<file path="src/rtl/rwl_pkg.sv">
// rwl_pkg: shared types and constants for the read-wordline driver.
//   rwl_state_e     - driver FSM state (IDLE, DRIVE)
//   RWL_INPUT_WIDTH - default number of activation rows per vector
//   RWL_ACT_BITS    - default bits per activation
//   idx_w()         - width of the bit-index bus for a given activation width
package rwl_pkg;

    typedef enum logic [0:0] {
        IDLE  = 1'b0,
        DRIVE = 1'b1
    } rwl_state_e;

    localparam int RWL_INPUT_WIDTH = 144;
    localparam int RWL_ACT_BITS    = 8;

    // Never narrower than one bit, even for 1- or 2-bit activations.
    function automatic int idx_w(input int act_bits);
        return (act_bits > 2) ? $clog2(act_bits) : 1;
    endfunction

endpackage

</file>
<file path="src/rtl/rwl_driver_if.sv">
// rwl_driver_if: vector-in / bit-slice-out bundle of the read-wordline driver.
//   in_valid, in_ready, in_act      - activation vector handshake
//   rwlb, bit_valid, bit_ready,
//   bit_idx, bit_last               - bit-slice beat stream toward local_mac
// master = the driver itself, slave = its environment (source + accumulator).
interface rwl_driver_if import rwl_pkg::*; #(
    parameter int INPUT_WIDTH = RWL_INPUT_WIDTH,
    parameter int ACT_BITS    = RWL_ACT_BITS
) ();
    localparam int IDX_W = idx_w(ACT_BITS);

    logic                            in_valid;
    logic                            in_ready;
    logic [INPUT_WIDTH*ACT_BITS-1:0] in_act;
    logic [INPUT_WIDTH-1:0]          rwlb;
    logic                            bit_valid;
    logic                            bit_ready;
    logic [IDX_W-1:0]                bit_idx;
    logic                            bit_last;

    modport master (
        input  in_valid, in_act, bit_ready,
        output in_ready, rwlb, bit_valid, bit_idx, bit_last
    );

    modport slave (
        output in_valid, in_act, bit_ready,
        input  in_ready, rwlb, bit_valid, bit_idx, bit_last
    );
endinterface

</file>
<file path="src/rtl/rwl_driver_slice_prio_enc.sv">
// slice_prio_enc: highest-set-bit encoder over a bit-plane mask.
//   mask_i  - remaining bit-plane mask
//   idx_o   - index of the highest set bit (0 when mask is empty)
//   found_o - mask has at least one bit set
//   below_o - some bit below idx_o is also set (i.e. idx_o is not the last beat)
module slice_prio_enc import rwl_pkg::*; #(
    parameter int ACT_BITS = RWL_ACT_BITS,
    parameter int IDX_W    = idx_w(ACT_BITS)
) (
    input  logic [ACT_BITS-1:0] mask_i,
    output logic [IDX_W-1:0]    idx_o,
    output logic                found_o,
    output logic                below_o
);
    logic [ACT_BITS-1:0] low_mask;

    // Ascending scan: the last hit is the highest set bit.
    always_comb begin
        idx_o = '0;
        for (int k = 0; k < ACT_BITS; k++) begin
            if (mask_i[k]) begin
                idx_o = IDX_W'(k);
            end
        end
    end

    assign found_o  = |mask_i;
    assign low_mask = (ACT_BITS'(1) << idx_o) - ACT_BITS'(1);
    assign below_o  = |(mask_i & low_mask);

endmodule

</file>
<file path="src/rtl/rwl_driver.sv">
// rwl_driver: replays one activation vector as MSB-first bit-slices on rwlb.
//   clk, rst  - clock and asynchronous active-high reset
//   bus       - rwl_driver_if.master: vector input handshake and slice beat output
// SKIP_ZERO=1 drops all-zero bit-planes; an all-zero vector still yields one
// empty beat (idx 0, last) so the accumulator sees the vector complete.
module rwl_driver import rwl_pkg::*; #(
    parameter int INPUT_WIDTH = RWL_INPUT_WIDTH,
    parameter int ACT_BITS    = RWL_ACT_BITS,
    parameter bit SKIP_ZERO   = 1'b1
) (
    input logic          clk,
    input logic          rst,
    rwl_driver_if.master bus
);
    localparam int IDX_W = idx_w(ACT_BITS);

    typedef logic [INPUT_WIDTH-1:0][ACT_BITS-1:0] vec_t;

    rwl_state_e             state_q, state_d;
    vec_t                   vbuf_q, vbuf_d;
    logic [ACT_BITS-1:0]    mask_q, mask_d;
    logic [INPUT_WIDTH-1:0] rwlb_q, rwlb_d;
    logic                   bit_valid_q, bit_valid_d;
    logic [IDX_W-1:0]       bit_idx_q, bit_idx_d;
    logic                   bit_last_q, bit_last_d;

    vec_t                   in_vec;
    vec_t                   src_vec;
    logic [ACT_BITS-1:0]    nz_mask;
    logic [ACT_BITS-1:0]    enc_mask;
    logic [IDX_W-1:0]       enc_idx;
    logic                   enc_found;
    logic                   enc_below;
    logic [INPUT_WIDTH-1:0] slice;
    logic                   hs;
    logic                   in_ready;
    logic                   load;
    logic                   advance;

    assign in_vec   = bus.in_act;
    assign hs       = bit_valid_q && bus.bit_ready;
    // Only combinational input-to-output path: bit_ready -> in_ready.
    assign in_ready = (state_q == IDLE) || (hs && bit_last_q);
    assign load     = in_ready && bus.in_valid;
    assign advance  = hs && !bit_last_q;

    for (genvar b = 0; b < ACT_BITS; b++) begin : g_nz
        logic [INPUT_WIDTH-1:0] col;
        for (genvar r = 0; r < INPUT_WIDTH; r++) begin : g_col
            assign col[r] = in_vec[r][b];
        end
        assign nz_mask[b] = SKIP_ZERO ? |col : 1'b1;
    end

    // On a load the first beat comes straight from the incoming vector so it
    // is visible the cycle after acceptance; otherwise from the held buffer.
    assign enc_mask = load ? nz_mask : mask_q;
    assign src_vec  = load ? in_vec  : vbuf_q;

    slice_prio_enc #(
        .ACT_BITS (ACT_BITS),
        .IDX_W    (IDX_W)
    ) u_enc (
        .mask_i  (enc_mask),
        .idx_o   (enc_idx),
        .found_o (enc_found),
        .below_o (enc_below)
    );

    for (genvar r = 0; r < INPUT_WIDTH; r++) begin : g_slice
        assign slice[r] = src_vec[r][enc_idx];
    end

    always_comb begin
        state_d     = state_q;
        vbuf_d      = vbuf_q;
        mask_d      = mask_q;
        rwlb_d      = rwlb_q;
        bit_valid_d = bit_valid_q;
        bit_idx_d   = bit_idx_q;
        bit_last_d  = bit_last_q;

        case (state_q)
            IDLE: begin
                if (load) begin
                    state_d = DRIVE;
                end
            end
            DRIVE: begin
                if (hs && bit_last_q && !load) begin
                    state_d     = IDLE;
                    bit_valid_d = 1'b0;
                    rwlb_d      = '0;
                    bit_idx_d   = '0;
                    bit_last_d  = 1'b0;
                end
            end
            default: state_d = IDLE;
        endcase

        if (load) begin
            vbuf_d = in_vec;
        end

        if (load || advance) begin
            rwlb_d      = enc_found ? slice : '0;
            bit_idx_d   = enc_idx;
            bit_last_d  = !enc_below;
            bit_valid_d = 1'b1;
            mask_d      = enc_mask & ~(ACT_BITS'(1) << enc_idx);
        end
    end

    always_ff @(posedge clk or posedge rst) begin
        if (rst) begin
            state_q     <= IDLE;
            vbuf_q      <= '0;
            mask_q      <= '0;
            rwlb_q      <= '0;
            bit_valid_q <= 1'b0;
            bit_idx_q   <= '0;
            bit_last_q  <= 1'b0;
        end else begin
            state_q     <= state_d;
            vbuf_q      <= vbuf_d;
            mask_q      <= mask_d;
            rwlb_q      <= rwlb_d;
            bit_valid_q <= bit_valid_d;
            bit_idx_q   <= bit_idx_d;
            bit_last_q  <= bit_last_d;
        end
    end

    assign bus.in_ready  = in_ready;
    assign bus.rwlb      = rwlb_q;
    assign bus.bit_valid = bit_valid_q;
    assign bus.bit_idx   = bit_idx_q;
    assign bus.bit_last  = bit_last_q;

endmodule
</file>
<file path="src/flat_wrapper.sv">
// flat-port wrapper written by rule: the top's interface ports become plain ports
module rwl_driver_flat import rwl_pkg::*;
#(
    parameter int INPUT_WIDTH = RWL_INPUT_WIDTH,
    parameter int ACT_BITS    = RWL_ACT_BITS,
    parameter bit SKIP_ZERO   = 1'b1
)
  (clk, rst, bus_in_valid, bus_in_act, bus_bit_ready, bus_in_ready, bus_rwlb, bus_bit_valid, bus_bit_idx, bus_bit_last);
  rwl_driver_if #(.INPUT_WIDTH(INPUT_WIDTH), .ACT_BITS(ACT_BITS)) bus_i ();
  input logic clk;
  input logic rst;
  input wire logic [$bits(bus_i.in_valid)-1:0] bus_in_valid;
  input wire logic [$bits(bus_i.in_act)-1:0] bus_in_act;
  input wire logic [$bits(bus_i.bit_ready)-1:0] bus_bit_ready;
  output wire logic [$bits(bus_i.in_ready)-1:0] bus_in_ready;
  output wire logic [$bits(bus_i.rwlb)-1:0] bus_rwlb;
  output wire logic [$bits(bus_i.bit_valid)-1:0] bus_bit_valid;
  output wire logic [$bits(bus_i.bit_idx)-1:0] bus_bit_idx;
  output wire logic [$bits(bus_i.bit_last)-1:0] bus_bit_last;
  assign bus_i.in_valid = bus_in_valid;
  assign bus_i.in_act = bus_in_act;
  assign bus_i.bit_ready = bus_bit_ready;
  assign bus_in_ready = bus_i.in_ready;
  assign bus_rwlb = bus_i.rwlb;
  assign bus_bit_valid = bus_i.bit_valid;
  assign bus_bit_idx = bus_i.bit_idx;
  assign bus_bit_last = bus_i.bit_last;
  rwl_driver #(.INPUT_WIDTH(INPUT_WIDTH), .ACT_BITS(ACT_BITS), .SKIP_ZERO(SKIP_ZERO)) u_core (.clk(clk), .rst(rst), .bus(bus_i));
endmodule
</file>
<file path="config.mk">
export PLATFORM = sky130hd
export DESIGN_NAME = rwl_driver_flat
export DESIGN_NICKNAME = d
export VERILOG_FILES = /design/src/rtl/rwl_pkg.sv /design/src/rtl/rwl_driver_if.sv /design/src/rtl/rwl_driver_slice_prio_enc.sv /design/src/rtl/rwl_driver.sv /design/src/flat_wrapper.sv
export SDC_FILE = /design/constraint.sdc
export NUM_CORES = 2
export LEC_CHECK = 0
export CAP_MARGIN = 20
export CELL_PAD_IN_SITES_DETAIL_PLACEMENT = 1
export CELL_PAD_IN_SITES_GLOBAL_PLACEMENT = 1
export CORE_AREA = 2 2 502 504
export CTS_CLUSTER_DIAMETER = 80
export DETAILED_ROUTE_END_ITERATION = 8
export DIE_AREA = 0 0 504 506
export HOLD_SLACK_MARGIN = 0.06
export PLACE_DENSITY = 0.58
export SYNTH_ARGS = -nofsm -noshare
export SYNTH_HDL_FRONTEND = slang
export SYNTH_HIERARCHICAL = 1
export SYNTH_SLANG_ARGS = --single-unit
</file>
<file path="constraint.sdc">
create_clock -name clk -period 64.7 [get_ports clk]
set_clock_uncertainty 0.15 [all_clocks]
set_input_delay 12.94 -clock clk [delete_from_list [all_inputs] [get_ports clk]]
set_output_delay 12.94 -clock clk [all_outputs]
set_load 0.02 [all_outputs]
</file>
==> metrics.txt <==
Cell Area, Synth 66700 um^2; Max Cap Viol 0; layout cells sized above 1 0.0975; CTS max path bufs 3; fin nets 9276; initial DRC count 6598; crit-path cells clkdlybuf4s50_1 -> nand3_1 -> nand2_1 -> clkdlybuf4s50_1; chip height 506 um; clock sinks 1310; Worst slew margin 0.0616; adder-cell share of the synthesized area 0.000188; first-pass GRT wire length 577 mm; port bufs 1305; mux cell area share after synthesis 0.128; final cell count without fillers 11.7k; Logic pwr share 0.453; die area 255000 um^2; setup violators final 0; largest net degree at the start of global routing 158; CP max FO 7; Switch Pwr 1.78 mW; Simple-Gate Fraction of Synth Area 0.222; H-tree depth 4; Synth top area share 0.492; Clk pwr share 0.232; RePlAce Congestion 0.949; detailed placer's ending HPWL 325 mm; final hold vios 0; cts hold-fix bufs 0; total gr overflow 0; status complete, no violations; CP max stage delay 0.77 ns; Top delay family on crit path buffers and inverters; Worst Path Buf+Inv 2; Reg clk slew, reported paths 0.05 ns; Routed wire per std cell 36.8 um; CP max-delay cell clkdlybuf4s50_1; initial antenna violation count 239; clock latency on the worst-skew pair 0.83 ns; Core ar. 250000 um^2; Starting Density 0.267; most frequent cell after synthesis nand2_1; hold crit path type reg2reg; synthesized area per cell 9.56 um^2; fin crit share 0.428; Max Slew Vio Count 0; CP endpoint kind output port; TritonCTS buffer count 172; Inst Count DP 11.3k; top cells by area, synth dfrtp_1 (49%), nand2_1 (15%), mux4_2 (8.7%); cell internal pwr 2.46 mW; worst-margin pin slew 1.41 ns; Layout area overhead 34.1%; worst-case reg-to-reg path depth 16; Seq pwr share 0.316; hold-critical path depth 2; via count 64.4k; Leakage Power 40.1 nW; CP most frequent cell clkdlybuf4s50_1; Routed WL 431 mm; CTS tree done; vias per cell 5.50; total track usage 0.328; postcts setup bufs 0; Main synth FF type dfrtp_1; Critical Path AT 14.62 ns; Pre-Repair DR Iteration Count 8; I/O Pins 1306; critical path depth in cells 4; critical path launch point type input pin; vias in the first global route 65.4k; Commonest cells post-synth nand2_1 (2689), dfrtp_1 (1310), nor4_1 (288); CP Class in2out; Antenna Nets Post-Route 0; worst vdd ir 0.0350 mV; largest family of logic cells by synthesized area simple AND/OR/NAND/NOR gates; number of remaining DRC errors 0; Row Count 184; Syn Inst Count 6971; Yosys reg bits 1310; Sw Share 0.420; Die W 504 um; sequential element share of the synthesized area 0.492; asr flop ratio synth 1.00; Final Util 0.358; post-synth top area cell dfrtp_1; Fmax 36.1 MHz; post-synthesis compound-gate area fraction 0.113; Final Critical Period 27.71 ns; Ys Warns 6; power per cell area 47.5 nW/um^2; synth unique cells 68; XOR/XNOR share of the synthesized area 0; RSZ-0062 raised after global routing false; Resize count post-CTS 0; critical path data required time 51.61 ns; Setup TNS 0 ns; clk root buf clkbuf_16; number of enable flip-flop cells after synthesis 0; Post-Syn Nets 8128
-- cells by family (layout without fill, tap and decap cells) --
logic type	Yosys count	after routing
compound gates	968	968
fa+ha+maj	1	1
buf+inv	675	1958
flops	1310	1310
mux	528	528
other cells	0	111
simple gates	3489	3489
-- layer usage --
metal / vias up / GRT usage / share of wire
met5: - / 0 / 0.0016
met3: 712 / 0.0906 / 0.082
met1: 33600 / 0.410 / 0.40
met2: 2988 / 0.527 / 0.47
li1: 27000 / - / -
met4: 108 / 0.151 / 0.048
-- cell type report --
type,count,area (um^2)
clock inverter,52,613
tap,3348,4190
clock buffer,257,5060
antenna,111,278
inverter,174,673
timing repair buffer,1475,14500
sequential,1310,32800
multi-input combinational,4986,31300
fill,28200,161000
-- through the flow --
step / hold WS, ns / cell area (um^2) / setup WS (ns) / power (mW)
floorplan: 0.290 / 66700 / 14.68 / 2.38
global placement: 0.301 / 83300 / 36.92 / 3.20
detailed placement: 0.307 / 83400 / 37.02 / 3.26
CTS: 0.321 / 89100 / 37.00 / 4.26
global route: 0.336 / 89200 / 36.96 / 4.44
finish: 0.322 / 89400 / 36.99 / 4.24
-- cell usage in the layout (no fill, tap or decap), types with 73 or more instances in the layout --
cell type and instances:
mux4_2 258, diode_2 111, dfrtp_1 1310, a211oi_1 122
nor4_1 261, nand4_1 73, clkbuf_16 173, inv_1 171
nand2_1 2683, a221oi_1 125, and3_1 73, mux2i_1 257
a21o_1 75, buf_4 150, o21ai_0 143, nand3_1 142
clkdlybuf4s50_1 1305
-- state kept, by name, indices dropped and copies added (netlist names) --
| register | count |
|---|---|
| u_core/bus.bit_idx | 3 |
| u_core/bus.bit_valid | 1 |
| u_core/state_q | 1 |
| u_core/vbuf_q | 1152 |
| u_core/bus.bit_last | 1 |
| u_core/mask_q | 8 |
| u_core/bus.rwlb | 144 |
-- power groups by stage --
stage	clock (mW)	sequential (mW)	combinational, mW
after floorplan	0	1.35	1.02
after global placement	0	1.32	1.87
after detailed placement	0	1.34	1.91
after CTS	1.00	1.33	1.92
after global routing	1.03	1.37	2.03
final	0.983	1.34	1.92
-- final timing paths --
| path | start | endpoint | slack (ns) |
|---|---|---|---|
| min | u_core/vbuf_q[1133] | u_core/vbuf_q[1133] | 0.32 |
| min in group asynchronous | rst | u_core/vbuf_q[1007] | 12.51 |
| max reg2reg | u_core/bus.bit_valid | u_core/bus.rwlb[30] | 55.97 |
| max in group asynchronous | rst | u_core/vbuf_q[134] | 47.99 |
| max | bus_bit_ready | bus_in_ready | 36.99 |
| min reg2reg | u_core/vbuf_q[1133] | u_core/vbuf_q[1133] | 0.32 |
-- tightest hold or removal path: stages (launching register included) --
cell,delay [ns]
dfrtp_1,0.34
nand2_1,0.05
nand2_1,0.05
(Power assumes the default switching activity.)
